==> config.mk <==
export PLATFORM = sky130hd
export DESIGN_NAME = mult_rr_arbiter
export DESIGN_NICKNAME = d
export VERILOG_FILES = /design/src/rtl/mult_rr_arbiter.sv
export SDC_FILE = /design/constraint.sdc
export NUM_CORES = 1
export LEC_CHECK = 0
export ABC_AREA = 1
export CORE_MARGIN = 2
export CORE_UTILIZATION = 47
export CTS_BUF_LIST = sky130_fd_sc_hd__clkbuf_8 sky130_fd_sc_hd__clkbuf_16
export CTS_CLUSTER_DIAMETER = 200
export DETAILED_ROUTE_END_ITERATION = 10
export GPL_TIMING_DRIVEN = 0
export PLACE_DENSITY = 0.87
export REMOVE_ABC_BUFFERS = 1
export SLEW_MARGIN = 20
export SYNTH_ARGS = -nofsm -noshare
export SYNTH_HDL_FRONTEND = slang
export SYNTH_SLANG_ARGS = --single-unit
==> constraint.sdc <==
create_clock -name clk -period 5.6 [get_ports clk]
set_clock_uncertainty 0.2 [all_clocks]
set_input_delay 0.84 -clock clk [delete_from_list [all_inputs] [get_ports clk]]
set_output_delay 0.84 -clock clk [all_outputs]
set_load 0.02 [all_outputs]
==> src/rtl/mult_rr_arbiter.sv <==
// mult_rr_arbiter: round-robin front end that shares one sequential shift-add
// multiplier between NUM_REQ clients. A winner's operands are latched at grant,
// the multiplier is started with a one-cycle pulse, and the product (or a
// timeout error) is returned to the winner with a one-cycle ack.
//
// Timeout counting: the counter is 0 during LAUNCH and advances once per cycle
// afterwards, so an unanswered transaction acks exactly TIMEOUT cycles after
// the LAUNCH cycle. TIMEOUT must be at least 2.
module mult_rr_arbiter #(
   parameter int unsigned NUM_REQ = 4,
   parameter int unsigned DW      = 8,
   parameter int unsigned PW      = 17,
   parameter int unsigned TIMEOUT = 64
) (
   input  logic                  clk,
   input  logic                  rst,
   input  logic [NUM_REQ-1:0]    req,
   input  logic [NUM_REQ*DW-1:0] req_a,
   input  logic [NUM_REQ*DW-1:0] req_b,
   output logic [NUM_REQ-1:0]    gnt,
   output logic [NUM_REQ-1:0]    ack,
   output logic [PW-1:0]         res_product,
   output logic                  res_err,
   output logic                  busy,
   output logic                  mul_start,
   output logic [DW-1:0]         mul_a,
   output logic [DW-1:0]         mul_b,
   input  logic                  mul_done,
   input  logic [PW-1:0]         mul_product
);

   localparam int unsigned PtrW = $clog2(NUM_REQ);
   localparam int unsigned SumW = PtrW + 1;
   localparam int unsigned CntW = $clog2(TIMEOUT);

   typedef enum logic [1:0] {
      StIdle,
      StLaunch,
      StWait,
      StResp
   } state_e;

   state_e               state_q, state_d;
   logic [PtrW-1:0]      ptr_q, ptr_d;
   logic [PtrW-1:0]      win_q, win_d;
   logic [CntW-1:0]      cnt_q, cnt_d;
   logic [NUM_REQ-1:0]   gnt_q, gnt_d;
   logic [NUM_REQ-1:0]   ack_q, ack_d;
   logic [PW-1:0]        res_product_q, res_product_d;
   logic                 res_err_q, res_err_d;
   logic                 busy_q, busy_d;
   logic                 mul_start_q, mul_start_d;
   logic [DW-1:0]        mul_a_q, mul_a_d;
   logic [DW-1:0]        mul_b_q, mul_b_d;

   // Arbitration results
   logic                 win_found;
   logic [PtrW-1:0]      win_idx;
   logic [SumW-1:0]      cand_sum;
   logic [PtrW-1:0]      cand;
   logic [DW-1:0]        a_sel;
   logic [DW-1:0]        b_sel;
   logic [PtrW-1:0]      ptr_next;

   // Round-robin search: first pending request at ptr, ptr+1, ... modulo NUM_REQ
   always_comb begin
      win_found = 1'b0;
      win_idx   = '0;
      cand_sum  = '0;
      cand      = '0;
      for (int unsigned i = 0; i < NUM_REQ; i++) begin
         cand_sum = {1'b0, ptr_q} + SumW'(i);
         if (cand_sum >= SumW'(NUM_REQ)) begin
            cand_sum = cand_sum - SumW'(NUM_REQ);
         end
         cand = cand_sum[PtrW-1:0];
         if (!win_found && req[cand]) begin
            win_found = 1'b1;
            win_idx   = cand;
         end
      end
   end

   // Operand mux for the current arbitration winner
   always_comb begin
      a_sel = '0;
      b_sel = '0;
      for (int unsigned i = 0; i < NUM_REQ; i++) begin
         if (win_idx == PtrW'(i)) begin
            a_sel = req_a[i*DW +: DW];
            b_sel = req_b[i*DW +: DW];
         end
      end
   end

   // Pointer moves to the requester after the one being served
   always_comb begin
      if (win_q == PtrW'(NUM_REQ - 1)) begin
         ptr_next = '0;
      end else begin
         ptr_next = win_q + PtrW'(1);
      end
   end

   // Next-state and registered-output logic of the transaction FSM
   always_comb begin
      state_d       = state_q;
      ptr_d         = ptr_q;
      win_d         = win_q;
      cnt_d         = cnt_q;
      gnt_d         = gnt_q;
      ack_d         = '0;
      res_product_d = res_product_q;
      res_err_d     = 1'b0;
      mul_start_d   = 1'b0;
      mul_a_d       = mul_a_q;
      mul_b_d       = mul_b_q;

      unique case (state_q)
         StIdle: begin
            if (win_found) begin
               win_d          = win_idx;
               mul_a_d        = a_sel;
               mul_b_d        = b_sel;
               gnt_d          = '0;
               gnt_d[win_idx] = 1'b1;
               mul_start_d    = 1'b1;
               cnt_d          = '0;
               state_d        = StLaunch;
            end
         end
         StLaunch: begin
            // mul_done is deliberately not looked at here
            cnt_d   = CntW'(1);
            state_d = StWait;
         end
         StWait: begin
            if (mul_done) begin
               res_product_d = mul_product;
               res_err_d     = 1'b0;
               ack_d         = gnt_q;
               ptr_d         = ptr_next;
               state_d       = StResp;
            end else if (cnt_q == CntW'(TIMEOUT - 1)) begin
               res_product_d = '0;
               res_err_d     = 1'b1;
               ack_d         = gnt_q;
               ptr_d         = ptr_next;
               state_d       = StResp;
            end else begin
               cnt_d = cnt_q + CntW'(1);
            end
         end
         StResp: begin
            gnt_d   = '0;
            state_d = StIdle;
         end
         default: begin
            state_d = StIdle;
         end
      endcase

      busy_d = (state_d != StIdle);
   end

   // State and output registers, cleared asynchronously by rst
   always_ff @(posedge clk or negedge rst) begin
      if (!rst) begin
         state_q       <= StIdle;
         ptr_q         <= '0;
         win_q         <= '0;
         cnt_q         <= '0;
         gnt_q         <= '0;
         ack_q         <= '0;
         res_product_q <= '0;
         res_err_q     <= 1'b0;
         busy_q        <= 1'b0;
         mul_start_q   <= 1'b0;
         mul_a_q       <= '0;
         mul_b_q       <= '0;
      end else begin
         state_q       <= state_d;
         ptr_q         <= ptr_d;
         win_q         <= win_d;
         cnt_q         <= cnt_d;
         gnt_q         <= gnt_d;
         ack_q         <= ack_d;
         res_product_q <= res_product_d;
         res_err_q     <= res_err_d;
         busy_q        <= busy_d;
         mul_start_q   <= mul_start_d;
         mul_a_q       <= mul_a_d;
         mul_b_q       <= mul_b_d;
      end
   end

   assign gnt         = gnt_q;
   assign ack         = ack_q;
   assign res_product = res_product_q;
   assign res_err     = res_err_q;
   assign busy        = busy_q;
   assign mul_start   = mul_start_q;
   assign mul_a       = mul_a_q;
   assign mul_b       = mul_b_q;

endmodule

==> flow_metrics.tcl, run 1 <==
set metrics [dict create \
    cp_slowest_stage_delay_ns 0.49 \
    yosys_register_bits 56 \
    post_cts_buffers 0 \
    synth_edf_count 0 \
    async_flop_share_pct 100 \
    area_growth_pct 43.0 \
    grt_pass1_vias 3107 \
    clk_pin_slew_worst_paths_ns 0.10 \
    status "finished clean" \
    power.density_nw_per_um2 598 \
    clock-sinks 56 \
    clock_latency_ns 0.30 \
    cp_max_fo 27 \
    grt_overflow_total 0 \
    synth_cell_type_count 35 \
    total_power_w 0.00275 \
    p_leak_nw 2.17 \
    critPathKind "in2reg" \
    nNetsFinal 632 \
    worst_slew_pin_slew_ns 0.812 \
    ir_drop_uv 341 \
    antenna_found_initial 0 \
    ys_seq_area_share_pct 43.6 \
    drc 0 \
    rsz0062_at_grt "no" \
    startpoint_type "primary input" \
    clock_path_buffers 2 \
    dpl_cell_area_um2 4510 \
    netlist_area_um2 3210 \
    yosysWarnings 0 \
    ant_nets 0 \
    grt_usage_pct 22.2 \
    htree_levels 2 \
    slew_headroom_pct 45.8 \
    setup_violations 0 \
    crit_arrival_ns 3.07 \
    path_delay_family "buffers and inverters" \
    die_area_um2 7520 \
    worstPathRequired_ns 5.63 \
    synth_ff_type "dfrtp_1" \
    cts_hold_buf 0 \
    grt_pass1_wl_um 13700 \
    drt-initial-drc-count 97 \
    vias 3176 \
    first_pass_iters 4 \
    utilization_pct 68.4 \
    hpwl_um 6200 \
    portBuffers 131 \
    numCtsBuffers 5 \
    grt_max_degree 57 \
    end_kind "flip-flop" \
    chipHeight_um 86.7 \
    hold_viol 0 \
    post-route-min-period_ns 3.04 \
    finalSetupTns_ns 0 \
    postRouteWirelength_um 8170 \
    std_cell_rows 30 \
    drive_above_1_share_pct 7.98 \
    hp-class "reg2reg" \
    postLayoutCellArea_um2 4600 \
    io-pin-count 132 \
    netlist_instances 418 \
    cts.repair.resized 0 \
    wl_per_cell_um 13.2 \
    root_buffer "clkbuf_8" \
    fin_crit_sh_pct 54.3 \
    die_x_um 86.7 \
    cp_num_buf_inv 4 \
    timing.fmax_ghz 0.329 \
    gp_congestion 0.810 \
    crit_top_cell "nand2_1" \
    slowest_stage "clkdlybuf4s50_1" \
    core_um2 6720 \
    crit_chain "clkdlybuf4s50_1 > inv_1 > nand2_1 > nand2_1 > o21ai_2 > inv_1 > nand3b_1 > nand2_1 > inv_2 > nand2_1 > o22ai_1" \
    slew_violations 0 \
    drv_cap 0 \
    start_util_pct 47.8 \
    antenna_cells 0 \
    syn_avg_cell_area_um2 7.69 \
    cts_tree "yes" \
    routed_via_density 5.13 \
    fillers 538 \
]
-- per-layer routing --
metal	vias to the layer above	part of all wire (%)	GRT usage [%]	wire length, um
li1	1597	-	-	-
met1	1461	40	25.8	3260
met2	109	52	42.1	4250
met3	9	7.1	5.05	582
met4	0	0.95	3.69	78
met5	-	0	0	0
-- power by group --
| part | switching [W] | internal [W] |
|---|---|---|
| clock | 0.000132 | 0.0000891 |
| combinational | 0.00118 | 0.000686 |
| sequential | 0.0000973 | 0.000564 |
| total | 0.00141 | 0.00134 |
-- cells in the final DEF (no fill, tap or decap), types with 3 or more instances in the layout --
| cell | synthesis | final |
|---|---|---|
| dfrtp_1 | 56 | 56 |
| inv_2 | 4 | 4 |
| nand2_4 | 6 | 6 |
| ha_1 | 6 | 6 |
| clkbuf_8 | 0 | 5 |
| nor2_1 | 34 | 34 |
| inv_1 | 30 | 30 |
| nand4_1 | 10 | 10 |
| nand2_1 | 121 | 121 |
| clkdlybuf4s50_1 | 0 | 130 |
| nand3_1 | 73 | 73 |
| o21ai_0 | 14 | 14 |
| o22ai_1 | 3 | 3 |
| a21oi_1 | 7 | 7 |
| nand2_2 | 14 | 14 |
-- cells in the mapped netlist (all sizes together), types with 2 or more instances --
master / n / area (um2)
o31ai: 2 / 15.0
o22ai: 3 / 18.8
nand2: 142 / 629
clkbuf: 6 / 22.5
buf: 12 / 95.1
nor2: 38 / 185
o21ai: 18 / 97.6
a21oi: 7 / 35.0
ha: 6 / 75.1
nand4: 10 / 62.6
nor3: 2 / 10.0
inv: 35 / 136
dfrtp: 56 / 1400
nand3: 75 / 385
-- registers in the layout (all words and copies together), names as in the netlist --
register and cells:
ptr_q 2, cnt_q 6, res_product 17, ack 4, mul_a 8, mul_b 8, busy 1, res_err 1
state_q 2, gnt 4, win_q 2, mul_start 1
-- kinds of logic after synthesis --
group,after synthesis,synth area share [%]
simple gates,270,40.2
flops,56,43.6
xor+xnor,1,0.273
fa+ha+maj,6,2.34
compound gates,32,5.68
buf+inv,53,7.90
-- area by class of cell --
class | count | area, um2 | area share, %
Timing Repair Buffer | 131 | 1310 | 28.5
Clock inverter | 3 | 21.3 | 0.463
Inverter | 35 | 136 | 2.97
Clock buffer | 5 | 68.8 | 1.50
Sequential cell | 56 | 1400 | 30.5
Multi-Input combinational cell | 309 | 1560 | 33.9
Tap cell | 80 | 100 | 2.18
-- per-stage QoR --
step | cells | setup WS [ns] | hold slack [ns]
after floorplan | 400 | 3.14 | 0.257
after global placement | 611 | 1.81 | 0.254
after detailed placement | 611 | 2.25 | 0.258
after CTS | 619 | 2.55 | 0.285
after global routing | 619 | 2.29 | 0.309
final | 619 | 2.56 | 0.279
-- worst min-delay path, delay by kind of cell (launching register included) --
kind	cells	cell delay [ns]
simple gates	2	0.10
flops	1	0.35
-- worst paths after layout --
path	start	to	slack, ns	cells past startpoint
worst max register to register	ptr_q[0]	gnt[2]	2.83	9
max in group asynchronous	rst	ptr_q[1]	4.38	1
worst min register to register	res_product[13]	res_product[13]	0.28	2
min in group asynchronous	rst	res_product[16]	0.37	1
worst min-delay path	res_product[13]	res_product[13]	0.28	2
worst max-delay path	req[2]	gnt[2]	2.56	11
(Power assumes the default switching activity.)
==> run 2: changes to the inputs <==
--- a/config.mk
+++ b/config.mk
@@ -7,12 +7,12 @@
 export LEC_CHECK = 0
 export ABC_AREA = 1
 export CORE_MARGIN = 2
-export CORE_UTILIZATION = 47
+export CORE_UTILIZATION = 43
 export CTS_BUF_LIST = sky130_fd_sc_hd__clkbuf_8 sky130_fd_sc_hd__clkbuf_16
 export CTS_CLUSTER_DIAMETER = 200
 export DETAILED_ROUTE_END_ITERATION = 10
 export GPL_TIMING_DRIVEN = 0
-export PLACE_DENSITY = 0.87
+export PLACE_DENSITY = 0.8
 export REMOVE_ABC_BUFFERS = 1
 export SLEW_MARGIN = 20
 export SYNTH_ARGS = -nofsm -noshare
==> constraint.sdc (replaced) <==
create_clock -name clk -period 3 [get_ports clk]
set_clock_uncertainty 0.2 [all_clocks]
set_input_delay 0.45 -clock clk [delete_from_list [all_inputs] [get_ports clk]]
set_output_delay 0.45 -clock clk [all_outputs]
set_load 0.02 [all_outputs]
==> run 2 against run 1 <==
  * Sequential share of layout area shrank 0.27 points
  * Final cell count increased by 3.2%
  * Worst setup slack lost 2.2 ns
  * Power grew 87%
  * Sequential power is 88% higher
  * First-iteration DRC count increased by 25%
  * Combinational power up 87%
  * Critical endpoint is now mul_b[4]
==> flow_metrics.tcl, run 2 (synthesis results as in run 1) <==
set metrics [dict create \
    status "finished clean" \
    timing.fmax_ghz 0.383 \
    clock_latency_ns 0.30 \
    slew_violations 0 \
    drv_cap 0 \
    crit_top_cell "nand2_1" \
    hpwl_um 6110 \
    cp_slowest_stage_delay_ns 0.61 \
    portBuffers 131 \
    wl_met3_um 688 \
    wl_met2_um 4030 \
    vias 3231 \
    clock-sinks 56 \
    numCtsBuffers 5 \
    antenna_found_initial 0 \
    hold-worst-slack_ns 0.281 \
    dpl_cell_area_um2 4530 \
    slowest_stage "dfrtp_1" \
    gp_congestion 0.875 \
    postRouteWirelength_um 8080 \
    startpoint_type "flip-flop" \
    worstHoldStart "res_product[14]" \
    post-route-min-period_ns 2.61 \
    largest_register_ff_count 17 \
    worstPathRequired_ns 3.04 \
    routed_via_density 5.06 \
    first_pass_iters 5 \
    grt_usage_pct 19.9 \
    rsz0062_at_grt "no" \
    worst_slew_pin_slew_ns 0.823 \
    fillers 638 \
    start_util_pct 44.3 \
    post_cts_buffers 0 \
    power.density_nw_per_um2 1110 \
    startpoint "ptr_q[0]" \
    htree_levels 2 \
    cts_tree "yes" \
    die_area_um2 8180 \
    fin_crit_sh_pct 87.1 \
    root_buffer "clkbuf_8" \
    drt-initial-drc-count 121 \
    crit_chain "inv_2 > nand2_1 > nand2_1 > o21ai_2 > inv_1 > nand3b_1 > nand2_1 > inv_4 > o21ai_0 > inv_1 > nand2_1 > nand2_1" \
    clk_pin_slew_worst_paths_ns 0.10 \
    numPlacedInstances 630 \
    slew_headroom_pct 45.1 \
    chipHeight_um 90.5 \
    cp_max_fo 27 \
    hold_viol 0 \
    clock_path_buffers 2 \
    seqCellArea_um2 1400 \
    total_power_w 0.00515 \
    reg2reg_from "ptr_q[0]" \
    p_leak_nw 2.18 \
    ant_nets 0 \
    postLayoutCellArea_um2 4640 \
    core_um2 7250 \
    end_kind "flip-flop" \
    topRoutingLayerUsed "met4" \
    std_cell_rows 31 \
    utilization_pct 63.9 \
    grt_pass1_vias 3223 \
    final_common_cell "clkdlybuf4s50_1" \
    io-pin-count 132 \
    ir_drop_uv 546 \
    drive_above_1_share_pct 7.96 \
    grt_overflow_total 0 \
    fin_cells 639 \
    multi_input_area_um2 1560 \
    drc 0 \
    setup_violations 0 \
    area_growth_pct 44.3 \
    grt_max_degree 57 \
    critPathKind "reg2reg" \
    most-common-layout-cells "clkdlybuf4s50_1 (130), nand2_1 (121), nand3_1 (73)" \
    wl_per_cell_um 12.7 \
    crit_arrival_ns 2.65 \
    met1Wirelength_um 3300 \
    hp-class "reg2reg" \
    antenna_cells 0 \
    grt_pass1_wl_um 13700 \
    die_x_um 90.5 \
    nNetsFinal 633 \
]
[run 2: cell count changes in the layout (fill, tap and decap cells not counted), sizes merged]
cell	delta
clkinv	+1
clkinvlp	-1
dlygate4sd3	+1
[run 2: worst paths after layout]
| path | depth (start not counted) | slack (ns) | to |
|---|---|---|---|
| setup / recovery | 12 | 0.39 | mul_b[4] |
| hold / removal | 2 | 0.28 | res_product[14] |
| setup reg to reg | 12 | 0.39 | mul_b[4] |
| hold reg to reg | 2 | 0.28 | res_product[14] |
| max in group asynchronous | 2 | 1.64 | win_q[0] |
| min in group asynchronous | 2 | 0.52 | res_product[7] |
[run 2: per-layer routing]
metal / track usage (%) / up-vias
met5: 0 / -
met4: 4.23 / 0
met3: 5.76 / 6
met2: 38.3 / 125
met1: 21.5 / 1504
li1: - / 1596
[run 2: area by class of cell]
class                   instances  share of cell area, %
clock buffers                   5                   1.48
inverters                      35                   3.00
well taps                      99                   2.67
repair buffers                132                   28.4
multi-input cells             309                   33.6
flip-flops and latches         56                   30.2
clock inverters                 3                  0.567
[run 2: worst max-delay path: cells and delay by family, from the launching register on]
family	cells	cell delay, ns
buf+inv	4	0.69
compound gates	2	0.35
flops	1	0.61
simple gates	6	0.70
[run 2: what timing repair did]
action / in CTS / in global routing
endpoints found under the hold margin: 19 / 0
gates resized for setup: 0 / 2
setup endpoints to repair: 0 / 2
hold buffers: 1 / 0
[run 2: power by group]
group	switching, W	leakage [nW]	internal [W]	total, W
Combinational	0.00220	1.42	0.00128	0.00348
Sequential	0.000188	0.706	0.00105	0.00124
Clock	0.000253	0.0487	0.000171	0.000424
[run 2: metrics by stage]
stage               TNS, ns  worst slack (ns)
detailed placement        0            0.0628
floorplan                 0             0.777
global placement     -20.74            -0.373
global route              0             0.126
CTS                       0             0.253
finish                    0             0.388
